===== config.mk =====
export PLATFORM = sky130hd
export DESIGN_NAME = interval_timer_mc
export DESIGN_NICKNAME = d
export VERILOG_FILES = /design/src/rtl/interval_timer_mc.sv
export SDC_FILE = /design/constraint.sdc
export NUM_CORES = 1
export LEC_CHECK = 0
export ABC_AREA = 1
export BUFFER_PORTS_ARGS = -buffer_cell sky130_fd_sc_hd__buf_2
export CAP_MARGIN = 20
export CORE_UTILIZATION = 50
export CTS_CLUSTER_SIZE = 16
export DETAILED_ROUTE_END_ITERATION = 12
export GPL_TIMING_DRIVEN = 0
export PLACE_DENSITY = 0.78
export SETUP_SLACK_MARGIN = 0.15
export SLEW_MARGIN = 30
export SYNTH_ARGS = -nofsm -noshare
export SYNTH_HDL_FRONTEND = slang
export SYNTH_SLANG_ARGS = --single-unit

===== constraint.sdc =====
create_clock -name clk -period 1.8 [get_ports clk]
set_input_delay 0.18 -clock clk [delete_from_list [all_inputs] [get_ports clk]]
set_output_delay 0.18 -clock clk [all_outputs]
set_load 0.01 [all_outputs]

===== src/rtl/interval_timer_mc.sv =====
// -----------------------------------------------------------------------------
// interval_timer_mc
// Multi-channel start/stop interval timer. Each channel counts clk cycles
// between a start strobe and a stop strobe, exposes the live count, latches
// the finished interval into a capture register and pulses capture_valid.
//
// Optional build macro: INTERVAL_TIMER_SATURATE_EN
//   defined   -> an overflow holds the counter at all-ones
//   undefined -> an overflow wraps the counter to zero
//   In both cases the sticky overflow flag is set.
//
// Ports
//   clk            sole clock, rising edge
//   reset_n        asynchronous active-low reset
//   clear          synchronous global clear, active-high
//   start[NCH]     per-channel start strobe (level sampled)
//   stop[NCH]      per-channel stop strobe (level sampled)
//   running[NCH]   channel is in RUN
//   count          live counters, channel i at [i*WIDTH +: WIDTH]
//   capture        last completed interval, same packing as count
//   capture_valid  one-cycle pulse when a channel's capture updates
//   overflow       sticky per-channel overflow flag
// -----------------------------------------------------------------------------
module interval_timer_mc #(
    parameter int WIDTH = 16,
    parameter int NCH   = 4
) (
    input  logic                 clk,
    input  logic                 reset_n,
    input  logic                 clear,
    input  logic [NCH-1:0]       start,
    input  logic [NCH-1:0]       stop,
    output logic [NCH-1:0]       running,
    output logic [NCH*WIDTH-1:0] count,
    output logic [NCH*WIDTH-1:0] capture,
    output logic [NCH-1:0]       capture_valid,
    output logic [NCH-1:0]       overflow
);

    typedef enum logic {
        ST_IDLE = 1'b0,
        ST_RUN  = 1'b1
    } state_e;

    // Next counter value; the MSB flags an increment out of all-ones.
    function automatic logic [WIDTH:0] next_count(input logic [WIDTH-1:0] cur);
        logic [WIDTH-1:0] one;
        one = {{(WIDTH-1){1'b0}}, 1'b1};
        if (&cur) begin
`ifdef INTERVAL_TIMER_SATURATE_EN
            next_count = {1'b1, {WIDTH{1'b1}}};
`else
            next_count = {1'b1, {WIDTH{1'b0}}};
`endif
        end else begin
            next_count = {1'b0, cur + one};
        end
    endfunction

    for (genvar g = 0; g < NCH; g++) begin : g_ch
        state_e           state_q,   state_d;
        logic [WIDTH-1:0] count_q,   count_d;
        logic [WIDTH-1:0] capture_q, capture_d;
        logic             valid_q,   valid_d;
        logic             ovf_q,     ovf_d;
        logic [WIDTH:0]   nxt_s;

        // Increment candidate used while running.
        always_comb begin
            nxt_s = next_count(count_q);
        end

        // Per-channel next-state: clear dominates, then the IDLE/RUN rules.
        always_comb begin
            state_d   = state_q;
            count_d   = count_q;
            capture_d = capture_q;
            valid_d   = 1'b0;
            ovf_d     = ovf_q;
            if (clear) begin
                state_d   = ST_IDLE;
                count_d   = {WIDTH{1'b0}};
                capture_d = {WIDTH{1'b0}};
                ovf_d     = 1'b0;
            end else begin
                case (state_q)
                    ST_IDLE: begin
                        // A simultaneous stop suppresses the start.
                        if (start[g] && !stop[g]) begin
                            state_d = ST_RUN;
                            count_d = {WIDTH{1'b0}};
                            ovf_d   = 1'b0;
                        end else begin
                            state_d = ST_IDLE;
                        end
                    end
                    ST_RUN: begin
                        count_d = nxt_s[WIDTH-1:0];
                        if (nxt_s[WIDTH]) begin
                            ovf_d = 1'b1;
                        end else begin
                            ovf_d = ovf_q;
                        end
                        // Capture the incremented value so the interval
                        // includes the stop edge itself.
                        if (stop[g]) begin
                            state_d   = ST_IDLE;
                            capture_d = nxt_s[WIDTH-1:0];
                            valid_d   = 1'b1;
                        end else begin
                            state_d = ST_RUN;
                        end
                    end
                    default: begin
                        state_d = ST_IDLE;
                    end
                endcase
            end
        end

        // Channel state registers with asynchronous reset.
        always_ff @(posedge clk or negedge reset_n) begin
            if (!reset_n) begin
                state_q   <= ST_IDLE;
                count_q   <= {WIDTH{1'b0}};
                capture_q <= {WIDTH{1'b0}};
                valid_q   <= 1'b0;
                ovf_q     <= 1'b0;
            end else begin
                state_q   <= state_d;
                count_q   <= count_d;
                capture_q <= capture_d;
                valid_q   <= valid_d;
                ovf_q     <= ovf_d;
            end
        end

        assign running[g]                  = (state_q == ST_RUN);
        assign count[g*WIDTH +: WIDTH]     = count_q;
        assign capture[g*WIDTH +: WIDTH]   = capture_q;
        assign capture_valid[g]            = valid_q;
        assign overflow[g]                 = ovf_q;
    end

endmodule

* Word level (Yosys, flattened, before mapping)
Index checks and enable logic that the tools add are counted.
** Word-level totals
- Input bits :: 11
- Output and inout bits :: 140
- Bits in registers :: 140
- Word-level logic and storage cells :: 136
** Cells by class
- $add $sub $neg :: 4
- Equal/unequal tests :: 8
- Bitwise gates (word level) :: 4
- Multiplexer cells :: 72
- Reduce and logical (&&, ||, !) cells :: 28
** Operator list (number)
- $mux W16 :: 20
- $pmux W16 S2 :: 4
- $mux W17 :: 4
- $add A16 B1 Y16 const B :: 4
- $reduce_and A16 Y1 :: 4
- $mux W1 :: 36
- $pmux W1 S2 :: 8
- $reduce_and A2 Y1 :: 8
- $reduce_bool A2 Y1 :: 8
- $ne A3 B2 Y1 const B :: 4
- $ne A3 B3 Y1 const B :: 4
- $logic_and A1 B1 Y1 :: 4
- $logic_not A1 Y1 :: 4
- $not A1 Y1 :: 4

* Longest topological paths before layout
Gate-level depths: netlist of run 1.
- Depth after elaboration :: 5
- Depth in mapped cells :: 10

* Worst setup path before layout of run 1
No wires, ideal clock.
- Path kind :: register to register
- Start :: reg g_ch[0].count_q[0]
- End :: reg g_ch[0].count_q[10]
- Path slack :: 264 ps
- Period minus slack after synthesis :: 1536 ps
- Cell stages (with the launch flop) :: 9
- Arrival :: 1413 ps
- Buffers on the path :: 0
- Cells stage by stage :: dfrtp_1 > ha_1 > nand2_1 > nor2_2 > nand2_1 > nor2_4 > nor2_4 > nand3_1 > o21ai_1
** On the way
- Longest elaborated chain between the ends :: 4
** RTL lines
- from (decl) :: RTL line 62 : logic [WIDTH-1:0] count_q, count_d;
- from (signal assigned) :: RTL line 125 : count_q <= {WIDTH{1'b0}};
- from (signal assigned) :: RTL line 131 : count_q <= count_d;
- $add A16 B1 Y16 / $reduce_and A16 Y1 (equally long branches) :: RTL line 56, 49
- $mux W17 * :: RTL line 49 : if (&cur) begin
- $pmux W16 S2 * :: RTL line 86 : case (state_q)
- $mux W16 * :: RTL line 80 : if (clear) begin
Mark *: on every way between the ends. The rest lies on a longest branch, timed or not.
A chain may end at the register's enable or synchronous reset.

* Worst setup path after layout of run 1
- Start :: reg g_ch[2].count_q[1]
- End :: reg g_ch[2].capture_q[14]
** On the way
- Longest elaborated chain between the ends :: 5
** RTL lines
- from (decl) :: RTL line 62
- from (signal assigned) :: RTL line 125
- from (signal assigned) :: RTL line 131
- $add A16 B1 Y16 / $reduce_and A16 Y1 (equally long branches) :: RTL line 56, 49
- $mux W17 * :: RTL line 49
- $mux W16 * :: RTL line 106 : if (stop[g]) begin
- $mux W16 * :: RTL line 86
- $mux W16 * :: RTL line 80
- to (signal assigned) :: RTL line 126 : capture_q <= {WIDTH{1'b0}};
- to (signal assigned) :: RTL line 132 : capture_q <= capture_d;
- to (decl) :: RTL line 63 : logic [WIDTH-1:0] capture_q, capture_d;
Mark *: on every way between the ends. The rest lies on a longest branch, timed or not. The select of a mux whose other input is x is not followed.

==> reports/results.md, run 1 <==
| Quantity | Value | Unit |
|---|---|---|
| Worst EP required | 2.12 | ns |
| Final antenna-violating net count | 0 | - |
| I/O pin count | 151 | - |
| Post-synthesis simple-gate area fraction | 33.76 | % |
| Clock Skews | 0.007165 | ns |
| Leakage Power | 4.698 | nW |
| Fraction of final layout cells with drive strength greater than 1 | 26.00 | % |
| Initial Utilization | 52.16 | % |
| Number of enable-type register cells in the synthesized netlist | 0 | - |
| FILL cells | 1,206 | - |
| Routability cong. | 0.9110 | - |
| Routed WL | 18,340 | um |
| Synthesized-area fraction occupied by ao, oa, aoi and oai cells | 8.135 | % |
| Clock H-tree levels | 4 | - |
| Post-synthesis mux area share | 0 | % |
| Iteration-0 DRC Markers | 442 | - |
| Synth Flop Type | sky130_fd_sc_hd__dfrtp_1 | - |
| Hpwl dp | 13,310 | um |
| Clock tree from TritonCTS | built | - |
| Post-synthesis sequential area ratio | 47.65 | % |
| Minimum clock period | 1.539 | ns |
| Crit path kind | flop to flop | - |
| Average size of a mapped cell | 7.863 | um2 |
| DIE HEIGHT | 123.3 | um |
| All-layer global routing usage | 25.18 | % |
| Antenna violations before repair | 1 | - |
| Fraction of the mapped netlist area in adder cells | 0.6807 | % |
| Pre-Repair DR Iteration Count | 5 | - |
| Full die area | 0.01519 | mm2 |
| Mapped Cells | 935 | - |
| Vias | 6,729 | - |
| Max-cap viol count | 0 | - |
| Synthesized flop and latch total | 140 | - |
| # clock sinks | 140 | - |
| Post-detailed-route via-to-cell ratio | 5.164 | - |
| Final global-route overflow total | 0 | - |
| Maximum fanout count along the critical path | 5 | - |
| Pin count of the biggest net entering global routing | 72 | - |
| Xor and xnor area share after synthesis | 2.263 | % |
| Min-delay worst type | primary input to flop | - |
| Floorplan row count | 43 | - |
| Longest Clk Path Bufs | 2 | - |
| Clock slew seen by the registers of the worst setup and hold paths | 0.06 | ns |
| Root buffer cell | sky130_fd_sc_hd__clkbuf_16 | - |
| Number of endpoints with negative hold slack in the final report | 0 | - |
| Async set-or-reset flop fraction in the synthesized netlist | 100.0 | % |
| Setup crit end kind | flop | - |
| VDD IR-drop max | 0.6028 | mV |
| Number of buffers added on ports | 150 | - |
| Area Growth Syn to Fin | 23.32 | % |
| Total Negative Setup Slacks | 0 | ns |
| Total Power | 6.933 | mW |
| Power Dens Cells | 764.7 | mW/mm2 |
| Outcome | finished, final reports clean | - |
| Syn_nets | 950 | - |
| Register Area | 0.003510 | mm2 |
| Diodes inserted | 0 | - |
| Horizontal die dimension | 123.3 | um |
| Clk_lat worst skew | 0.43 | ns |
| Via count of the first global-routing pass | 6,063 | - |
| Count of different cell masters after synthesis | 36 | - |
| Count of warnings emitted by yosys | 0 | - |
| WL per Instance | 14.07 | um |
| Placeable Area | 0.01410 | mm2 |
| Maximum clock frequency | 649.8 | MHz |
| RSZ-0062 raised after global routing | false | - |
| Combinational family with the most area after synthesis | simple AND/OR/NAND/NOR gates | - |
| Number of design rule violations left after detail routing | 0 | - |
| Part of the cycle the worst path needs | 85.50 | % |
| Slew at the pin with the worst max-slew slack | 0.5469 | ns |
| Setup-failing EPs final | 0 | - |
| Synthesized cell area | 0.007352 | mm2 |
| Crit start category | flop | - |
| Fin nets | 1,126 | - |
| Worst rel slew slack | 63.54 | % |
| Number of buffers added by the clock tree synthesis step | 17 | - |
| Max-slew violation count | 0 | - |
| WP data arrival | 1.86 | ns |
| Global-route wire length before repair | 29,550 | um |
| Total area of multi-input combinational cells | 0.003372 | mm2 |
-- layout make-up --
cell class                      instances  area share, %
Inverter                              102          4.333
Sequential cell                       140          38.71
Multi-Input combinational cell        671          37.19
Clock buffer                           24          5.203
Buffer                                 22          1.753
Tap cell                              180          2.484
Timing Repair Buffer                  157          9.329
Clock inverter                          7         0.9937
-- placed cells by master, fill, tap and decap left out, types with 5 or more instances in the layout --
cell / Yosys / layout
sky130_fd_sc_hd__o22ai_1: 5 / 5
sky130_fd_sc_hd__o21ai_0: 47 / 47
sky130_fd_sc_hd__o21ai_2: 6 / 6
sky130_fd_sc_hd__dfrtp_2: 0 / 5
sky130_fd_sc_hd__dfrtp_1: 140 / 135
sky130_fd_sc_hd__inv_1: 82 / 82
sky130_fd_sc_hd__nand3_1: 57 / 56
sky130_fd_sc_hd__nand2_1: 350 / 350
sky130_fd_sc_hd__o21ai_1: 43 / 43
sky130_fd_sc_hd__buf_4: 12 / 13
sky130_fd_sc_hd__clkbuf_1: 0 / 5
sky130_fd_sc_hd__clkbuf_16: 0 / 17
sky130_fd_sc_hd__xor2_1: 14 / 14
sky130_fd_sc_hd__nor2_1: 65 / 61
sky130_fd_sc_hd__buf_2: 7 / 156
sky130_fd_sc_hd__nand4_1: 15 / 15
sky130_fd_sc_hd__nor2_2: 9 / 11
sky130_fd_sc_hd__inv_2: 18 / 18
sky130_fd_sc_hd__nor2_4: 14 / 16
sky130_fd_sc_hd__dlygate4sd3_1: 0 / 5
sky130_fd_sc_hd__xnor2_1: 5 / 5
sky130_fd_sc_hd__nand2_2: 11 / 11
-- cell usage after synthesis, types with 2 or more instances --
library cell	n	area, um2
sky130_fd_sc_hd__xor2_1	14	122.6
sky130_fd_sc_hd__nand3_1	57	285.3
sky130_fd_sc_hd__inv_2	18	67.56
sky130_fd_sc_hd__a211oi_1	3	22.52
sky130_fd_sc_hd__o21ai_0	47	235.2
sky130_fd_sc_hd__o22ai_1	5	31.28
sky130_fd_sc_hd__buf_2	7	35.03
sky130_fd_sc_hd__nor2_4	14	157.7
sky130_fd_sc_hd__nor3_4	2	32.53
sky130_fd_sc_hd__ha_1	4	50.05
sky130_fd_sc_hd__inv_1	82	307.8
sky130_fd_sc_hd__nor2_2	9	56.30
sky130_fd_sc_hd__o21ai_2	6	52.55
sky130_fd_sc_hd__nand4_1	15	93.84
sky130_fd_sc_hd__nand3_2	3	30.03
sky130_fd_sc_hd__o21ai_1	43	215.2
sky130_fd_sc_hd__nand3_4	2	35.03
sky130_fd_sc_hd__buf_4	12	90.09
sky130_fd_sc_hd__dfrtp_1	140	3503
sky130_fd_sc_hd__nand2_1	350	1314
sky130_fd_sc_hd__nor3_1	2	10.01
sky130_fd_sc_hd__nor2_8	4	80.08
sky130_fd_sc_hd__buf_6	3	33.78
sky130_fd_sc_hd__xnor2_1	5	43.79
sky130_fd_sc_hd__nand2_8	2	40.04
sky130_fd_sc_hd__nand2_2	11	68.82
sky130_fd_sc_hd__o31ai_2	2	25.02
sky130_fd_sc_hd__nor2_1	65	244.0
-- state kept, by name, summed over array words and instances (netlist names) --
| name | count |
|---|---|
| g_ch.capture_q | 64 |
| g_ch.count_q | 64 |
| g_ch.ovf_q | 4 |
| g_ch.state_q | 4 |
| g_ch.valid_q | 4 |
-- per-layer routing --
layer  track usage, %  up-vias  part of all wire [%]
li1                 -     3320                     -
met4            9.187        0                   1.6
met3            4.982       24                   5.5
met5                0        -                     0
met2            40.08      202                    48
met1            34.06     3183                    45
-- critical path, stage by stage (launching register included) --
cell,delay [ns]
sky130_fd_sc_hd__dfrtp_1,0.46
sky130_fd_sc_hd__ha_4,0.21
sky130_fd_sc_hd__nand3_1,0.16
sky130_fd_sc_hd__nor2_2,0.23
sky130_fd_sc_hd__nand3_1,0.11
sky130_fd_sc_hd__nand2_1,0.07
sky130_fd_sc_hd__nand2_1,0.07
sky130_fd_sc_hd__nand2_1,0.08
sky130_fd_sc_hd__nand2_1,0.05
-- path summary, 6_finish.rpt --
path / from / endpoint / slack, ns / cells after the start
setup / recovery: g_ch[2].count_q[1] / g_ch[2].capture_q[14] / 0.26 / 8
hold / removal: start[0] / g_ch[0].state_q / 0.02 / 3
setup reg to reg: g_ch[2].count_q[1] / g_ch[2].capture_q[14] / 0.26 / 8
hold reg to reg: g_ch[3].capture_q[5] / g_ch[3].capture_q[5] / 0.47 / 2
max in group asynchronous: reset_n / g_ch[0].count_q[0] / 0.76 / 3
min in group asynchronous: reset_n / g_ch[3].capture_q[15] / 0.31 / 2
-- cells by family (layout without fill, tap and decap cells) --
| group | count (synthesis) | count (layout) |
|---|---|---|
| and+or+nand+nor | 540 | 540 |
| DFF | 140 | 140 |
| buffers and inverters | 124 | 312 |
| AOI/OAI and AO/OA | 108 | 108 |
| xor gates and xnor gates | 19 | 19 |
| adders and majority gates | 4 | 4 |
-- per-stage QoR --
step                      worst slack, ns  area, um2  utilization (%)  hold slack, ns  std cells
final                              0.2610       9066            64.32         0.02281       1303
after global routing               0.1504       9066            64.32         0.03149       1303
after CTS                          0.1329       9006            63.89         0.01599       1302
after detailed placement          0.06773       8366            59.35          0.1741       1266
after global placement             -1.453       8328            59.08          0.4195       1265
after floorplan                    0.2637       7352                -         -0.1156        935
-- where the power goes --
part           total, mW  internal [mW]  switching [mW]
Clock               3.39           2.10            1.29
Combinational      0.352          0.100           0.252
Sequential          3.19           3.17          0.0246
Total               6.93           5.36            1.57
-- what timing repair did --
item / in CTS / in global routing
hold endpoints to repair: 73 / 0
resized for setup: 10 / 10
hold buffers: 5 / 0
setup buffers: 0 / 1
pin swaps: 0 / 2
setup endpoints to repair: 38 / 95
Power figures use the tool's default switching activity.
==> inputs of run 2 (changes only) <==
--- a/config.mk
+++ b/config.mk
@@ -8,11 +8,12 @@
 export ABC_AREA = 1
 export BUFFER_PORTS_ARGS = -buffer_cell sky130_fd_sc_hd__buf_2
 export CAP_MARGIN = 20
-export CORE_UTILIZATION = 50
+export CORE_UTILIZATION = 55
 export CTS_CLUSTER_SIZE = 16
 export DETAILED_ROUTE_END_ITERATION = 12
 export GPL_TIMING_DRIVEN = 0
-export PLACE_DENSITY = 0.78
+export PLACE_DENSITY = 0.84
+export RECOVER_POWER = 50
 export SETUP_SLACK_MARGIN = 0.15
 export SLEW_MARGIN = 30
 export SYNTH_ARGS = -nofsm -noshare
==> reports/results.md, run 2 (synthesis gave the netlist of run 1 again) <==
| Quantity | Value | Unit | Change |
|---|---|---|---|
| Outcome | finished, final reports clean | - |  |
| Iteration-0 DRC Markers | 632 | - | +43% |
| Full die area | 0.01383 | mm2 | -8.9% |
| Worst EP required | 2.12 | ns | about the same |
| All-layer global routing usage | 28.49 | % | +3.3 points |
| Minimum clock period | 1.608 | ns | +0.06951 ns |
| Routed WL | 18,990 | um | +3.5% |
| Fin nets | 1,130 | - | +0.36% |
| Number of endpoints with negative hold slack in the final report | 0 | - | unchanged |
| Fraction of final layout cells with drive strength greater than 1 | 20.92 | % | -5.1 points |
| Crit path kind | flop to flop | - |  |
| Final antenna-violating net count | 0 | - | unchanged |
| Hpwl dp | 13,150 | um | -1.2% |
| Leakage Power | 4.440 | nW | -5.5% |
| Clock slew seen by the registers of the worst setup and hold paths | 0.06 | ns | about the same |
| Final global-route overflow total | 0 | - | unchanged |
| Post-detailed-route via-to-cell ratio | 5.258 | - | +1.8% |
| Cell depth of the worst min-delay path | 3 | - | unchanged |
| Reg2Reg Capture Point | g_ch[2].capture_q[9] | - |  |
| Number of buffers added on ports | 150 | - | unchanged |
| Setup-failing EPs final | 0 | - | unchanged |
| # clock sinks | 140 | - | unchanged |
| Placeable Area | 0.01282 | mm2 | -9.0% |
| WP data arrival | 1.93 | ns | +0.07 ns |
| Most used cells in the layout excluding fill and tap cells | 351 x sky130_fd_sc_hd__nand2_1, 133 x sky130_fd_sc_hd__dfrtp_1, 92 x sky130_fd_sc_hd__buf_2, 84 x sky130_fd_sc_hd__inv_1, 64 x sky130_fd_sc_hd__clkbuf_1 | - |  |
| Amount of wire on met3 after detailed routing | 1137 | um | +12% |
| Worst reg2reg startpoint | g_ch[2].count_q[0] | - |  |
| Setup crit end kind | flop | - |  |
| WL per Instance | 14.61 | um | +3.8% |
| Antenna violations before repair | 0 | - | -1 |
| DIE HEIGHT | 117.6 | um | -4.6% |
| Max-cap viol count | 0 | - | unchanged |
| Leading registers by flop count | g_ch.capture_q (64), g_ch.count_q (64) | - |  |
| Min-delay worst type | primary input to flop | - |  |
| Pre-Repair DR Iteration Count | 5 | - | unchanged |
| Number of design rule violations left after detail routing | 0 | - | unchanged |
| Longest Clk Path Bufs | 2 | - | unchanged |
| Part of the cycle the worst path needs | 89.36 | % | +3.9 points |
| Min-Delay Startpoint | start[0] | - |  |
| Depth of the most critical reg-to-reg path | 8 | - | unchanged |
| Routability cong. | 0.8787 | - | -3.5% |
| Horizontal die dimension | 117.6 | um | -4.6% |
| Power Dens Cells | 794.5 | mW/mm2 | +3.9% |
| Most common cell after layout, fill and taps aside | sky130_fd_sc_hd__nand2_1 | - |  |
| Pin count of the biggest net entering global routing | 76 | - | +5.6% |
| Vias | 6,836 | - | +1.6% |
| I/O pin count | 151 | - | unchanged |
| Number of buffers added by the clock tree synthesis step | 17 | - | unchanged |
| Clock H-tree levels | 4 | - | unchanged |
| Via count of the first global-routing pass | 6,374 | - | +5.1% |
| RSZ-0062 raised after global routing | true | - |  |
| Root buffer cell | sky130_fd_sc_hd__clkbuf_16 | - |  |
| Diodes inserted | 0 | - | unchanged |
| Max-slew violation count | 0 | - | unchanged |
| Clock Skews | 0.007180 | ns | +0.00001483 ns |
| Maximum clock frequency | 621.7 | MHz | -4.3% |
| VDD IR-drop max | 0.5852 | mV | -2.9% |
| Worst rel slew slack | 38.55 | % | -25 points |
| Start point of the critical path | g_ch[2].count_q[0] | - |  |
| Met2 wirelength from detailed routing | 9302 | um | +6.5% |
| Slew at the pin with the worst max-slew slack | 0.9218 | ns | +0.3749 ns |
| Initial Utilization | 57.33 | % | +5.2 points |
| Clock tree from TritonCTS | built | - |  |
| Maximum fanout count along the critical path | 6 | - | +1 |
| Top layer in use | met4 | - |  |
| Worst hold slack | 0.01538 | ns | -0.007424 ns |
| Util after Layout | 70.21 | % | +5.9 points |
| Met1 layer wirelength in the final routing | 8223 | um | -0.83% |
| Crit start category | flop | - |  |
| Area Growth Syn to Fin | 22.48 | % |  |
| Endpoint with the worst hold slack | g_ch[0].state_q | - |  |
| Global-route wire length before repair | 31,650 | um | +7.1% |
| Register-to-Register Setup Slack | 0.19 | ns | -0.07 ns |
| Total Power | 7.155 | mW | +3.2% |
| Floorplan row count | 41 | - | -4.7% |
| Clk_lat worst skew | 0.43 | ns | about the same |
## run 2: cell count changes in the layout (fill, tap and decap cells not counted), sizes merged
cell | previous run | this run
buf | 174 | 113
bufinv | 2 | 3
clkbuf | 24 | 83
clkinv | 3 | 7
inv | 102 | 104
## run 2: how the worst max path moves through the flow
stage	end	slack, ns
after floorplan	g_ch[0].count_q[10]	0.26
after global placement	g_ch[1].count_q[11]	-1.36
after detailed placement	g_ch[1].count_q[14]	0.02
after CTS	g_ch[1].count_q[14]	0.15
after global routing	g_ch[2].capture_q[9]	0.11
final	g_ch[2].capture_q[9]	0.19
## run 2: critical path, stage by stage, from the launching register on
cell and delay, ns:
sky130_fd_sc_hd__dfrtp_2 0.42, sky130_fd_sc_hd__ha_2 0.25, sky130_fd_sc_hd__nand3_1 0.18, sky130_fd_sc_hd__nor2_2 0.22, sky130_fd_sc_hd__nand2_1 0.09, sky130_fd_sc_hd__nand3_2 0.13, sky130_fd_sc_hd__inv_2 0.07, sky130_fd_sc_hd__nand2_1 0.08
sky130_fd_sc_hd__nand2_1 0.06
## run 2: per-stage QoR
step,instances,cell area [um2],TNS [ns],setup slack (ns)
final,1300,9005,0,0.1915
after global routing,1300,9005,0,0.1105
after CTS,1296,9055,0,0.1500
after detailed placement,1258,8356,0,0.01932
after global placement,1257,8318,-189.60,-1.364
after floorplan,935,7352,0,0.2637
## run 2: repair_timing
action                     CTS  global route
buffers inserted             1             4
pin swaps                    1             3
hold buffers                 5             0
gates resized for setup     13             8
gates cloned                 0             0
setup endpoints to repair   53            63
hold endpoints to repair    69             0
## run 2: layout make-up
| type | instances | area [um2] |
|---|---|---|
| multi-input cells | 671 | 3329 |
| clock buffers | 18 | 439.2 |
| repair buffers | 161 | 788.3 |
| well taps | 172 | 215.2 |
| flip-flops and latches | 140 | 3512 |
| clock inverters | 14 | 168.9 |
| plain buffers | 22 | 158.9 |
| inverters | 102 | 392.9 |
| fillers | 1033 | 3820 |
## run 2: power by group
part | switching [mW] | total [mW] | internal [mW] | leakage, nW
clock network | 1.40 | 3.62 | 2.22 | 0.296
registers | 0.0200 | 3.19 | 3.17 | 1.94
logic | 0.250 | 0.350 | 0.0998 | 2.20
total | 1.67 | 7.15 | 5.48 | 4.44
## run 2: layer usage
metal,up-vias,GRT usage [%]
met5,-,0
met4,0,10.02
met3,33,6.202
met2,246,45.85
met1,3236,37.97
li1,3321,-
==> inputs of run 3 (changes only) <==
--- a/config.mk
+++ b/config.mk
@@ -9,6 +9,7 @@
 export BUFFER_PORTS_ARGS = -buffer_cell sky130_fd_sc_hd__buf_2
 export CAP_MARGIN = 20
 export CORE_UTILIZATION = 55
+export CTS_BUF_LIST = sky130_fd_sc_hd__clkbuf_8 sky130_fd_sc_hd__clkbuf_16
 export CTS_CLUSTER_SIZE = 16
 export DETAILED_ROUTE_END_ITERATION = 12
 export GPL_TIMING_DRIVEN = 0
==> constraint.sdc (replaced) <==
create_clock -name clk -period 1.8 [get_ports clk]
set_input_delay 0.18 -clock clk [delete_from_list [all_inputs] [get_ports clk]]
set_output_delay 0.18 -clock clk [all_outputs]
set_load 0.05 [all_outputs]
==> reports/results.md, run 3 (synthesis gave the netlist of run 1 again) <==
| Quantity | Value | Unit | Change |
|---|---|---|---|
| Outcome | finished, final reports clean | - |  |
| Leakage Power | 4.438 | nW | about the same |
| Via count of the first global-routing pass | 6,275 | - | -1.6% |
| Global-route wire length before repair | 30,630 | um | -3.2% |
| Fraction of final layout cells with drive strength greater than 1 | 21.33 | % | +0.41 points |
| Root buffer cell | sky130_fd_sc_hd__clkbuf_16 | - |  |
| Hpwl dp | 13,130 | um | -0.13% |
| Floorplan row count | 41 | - | unchanged |
| Slew at the pin with the worst max-slew slack | 0.7937 | ns | -0.1281 ns |
| WL per Instance | 14.35 | um | -1.7% |
| Vias | 6,768 | - | -0.99% |
| Longest Clk Path Bufs | 2 | - | unchanged |
| Max-slew violation count | 0 | - | unchanged |
| Area Growth Syn to Fin | 21.85 | % |  |
| WP data arrival | 1.84 | ns | -0.09 ns |
| Initial Utilization | 57.33 | % | unchanged |
| Most used cells in the layout excluding fill and tap cells | 351 x sky130_fd_sc_hd__nand2_1, 132 x sky130_fd_sc_hd__dfrtp_1, 97 x sky130_fd_sc_hd__buf_2, 84 x sky130_fd_sc_hd__inv_1, 62 x sky130_fd_sc_hd__nor2_1 | - |  |
| All-layer global routing usage | 27.57 | % | -0.92 points |
| VDD IR-drop max | 0.5635 | mV | -3.7% |
| Crit path kind | flop to flop | - |  |
| Pin count of the biggest net entering global routing | 88 | - | +16% |
| Setup crit end kind | flop | - |  |
| Worst rel slew slack | 47.09 | % | +8.5 points |
| Min-Delay Startpoint | stop[2] | - |  |
| Clock Skews | 0.007842 | ns | +0.0006628 ns |
| Clock slew seen by the registers of the worst setup and hold paths | 0.06 | ns | about the same |
| Number of buffers added on ports | 150 | - | unchanged |
| Horizontal die dimension | 117.6 | um | unchanged |
| Number of buffers added by the clock tree synthesis step | 17 | - | unchanged |
| Minimum clock period | 1.568 | ns | -0.04011 ns |
| Number of design rule violations left after detail routing | 0 | - | unchanged |
| Pre-Repair DR Iteration Count | 5 | - | unchanged |
| Maximum fanout count along the critical path | 8 | - | +2 |
| Full die area | 0.01383 | mm2 | unchanged |
| Crit start category | flop | - |  |
| FILL cells | 1,067 | - | +3.3% |
| Clk_lat worst skew | 0.42 | ns | about the same |
| Placed cell areas | 0.008366 | mm2 | +0.12% |
| RSZ-0062 raised after global routing | false | - |  |
| Post-route cell area | 0.008959 | mm2 | -0.51% |
| Antenna violations before repair | 0 | - | unchanged |
| Most common cell after layout, fill and taps aside | sky130_fd_sc_hd__nand2_1 | - |  |
| DIE HEIGHT | 117.6 | um | unchanged |
| Cell depth of the worst min-delay path | 2 | - | -1 |
| Depth of the most critical reg-to-reg path | 8 | - | unchanged |
| Clock H-tree levels | 4 | - | unchanged |
| Maximum clock frequency | 637.6 | MHz | +2.6% |
| Routed WL | 18,610 | um | -2.0% |
| Min-delay worst type | primary input to flop | - |  |
| Total Power | 7.070 | mW | -1.2% |
| Placeable Area | 0.01282 | mm2 | unchanged |
| Leading registers by flop count | g_ch.capture_q (64), g_ch.count_q (64) | - |  |
| Number of endpoints with negative hold slack in the final report | 0 | - | unchanged |
| Post-detailed-route via-to-cell ratio | 5.218 | - | -0.77% |
| Fin nets | 1,127 | - | -0.27% |
| Iteration-0 DRC Markers | 564 | - | -11% |
| Worst hold slack | 0.01203 | ns | -0.003350 ns |
| Power Dens Cells | 789.2 | mW/mm2 | -0.67% |
| Part of the cycle the worst path needs | 87.13 | % | -2.2 points |
| Clock tree from TritonCTS | built | - |  |
| Worst EP required | 2.08 | ns | -0.04 ns |
| I/O pin count | 151 | - | unchanged |
| Setup-failing EPs final | 0 | - | unchanged |
| Max-cap viol count | 0 | - | unchanged |
| Routability cong. | 0.8978 | - | +2.2% |
| Final global-route overflow total | 0 | - | unchanged |
| # clock sinks | 140 | - | unchanged |
| Worst reg2reg startpoint | g_ch[1].count_q[0] | - |  |
| Start point of the critical path | g_ch[1].count_q[0] | - |  |
| Diodes inserted | 0 | - | unchanged |
| Final antenna-violating net count | 0 | - | unchanged |
run 3: cell type report:
class,count,area (um2),share of cell area (%)
multi-input cells,671,3329,37.16
clock inverters,12,121.4,1.355
well taps,172,215.2,2.402
flip-flops and latches,140,3513,39.22
clock buffers,20,466.7,5.210
inverters,102,392.9,4.385
repair buffers,158,760.7,8.492
plain buffers,22,158.9,1.774
run 3: repair_timing:
action                                  CTS  global route
pin swaps                                 0             2
buffers inserted                          0             3
endpoints found under the setup margin   19            73
hold buffers                              4             0
resized for setup                         5             9
hold endpoints to repair                 56             0
run 3: through the flow:
| stage | std cells | setup TNS (ns) | worst slack, ns | util [%] |
|---|---|---|---|---|
| floorplan | 935 | 0 | 0.1675 | - |
| global placement | 1257 | -194.88 | -1.648 | 64.94 |
| detailed placement | 1258 | 0 | 0.1145 | 65.23 |
| CTS | 1294 | 0 | 0.1381 | 70.22 |
| global route | 1297 | 0 | 0.1464 | 69.85 |
| finish | 1297 | 0 | 0.2316 | 69.85 |
run 3: power by group:
part	leakage, nW	switching, mW	internal [mW]	total, mW
clock	0.293	1.35	2.13	3.49
sequential	1.94	0.0227	3.17	3.19
combinational	2.21	0.302	0.0955	0.397
total	4.44	1.68	5.39	7.07
run 3: worst max-delay path, cell delays in order, from the launching register on:
cell and delay (ns):
sky130_fd_sc_hd__dfrtp_2 0.45, sky130_fd_sc_hd__ha_4 0.21, sky130_fd_sc_hd__nand2_1 0.07, sky130_fd_sc_hd__nor2_1 0.09, sky130_fd_sc_hd__nand2_1 0.14, sky130_fd_sc_hd__nor2_4 0.22
sky130_fd_sc_hd__nor2_4 0.10, sky130_fd_sc_hd__nand2_1 0.07, sky130_fd_sc_hd__o21ai_0 0.09
run 3: final timing paths:
check / end / slack (ns)
setup reg to reg: g_ch[1].count_q[7] / 0.23
min in group asynchronous: g_ch[3].capture_q[13] / 0.26
max in group asynchronous: g_ch[2].count_q[1] / 0.38
hold reg to reg: g_ch[3].capture_q[1] / 0.48
hold / removal: g_ch[2].state_q / 0.01
setup / recovery: g_ch[1].count_q[7] / 0.23
run 3: metal layers:
layer  global-route usage [%]  wire (um)  part of all wire, %  vias up
li1                         -          -                    -     3325
met3                    5.620        982                  5.3       22
met4                    8.013        204                  1.1        0
met1                    36.47       8228                   44     3206
met2                    45.74       9197                   49      215
met5                        0          0                    0        -
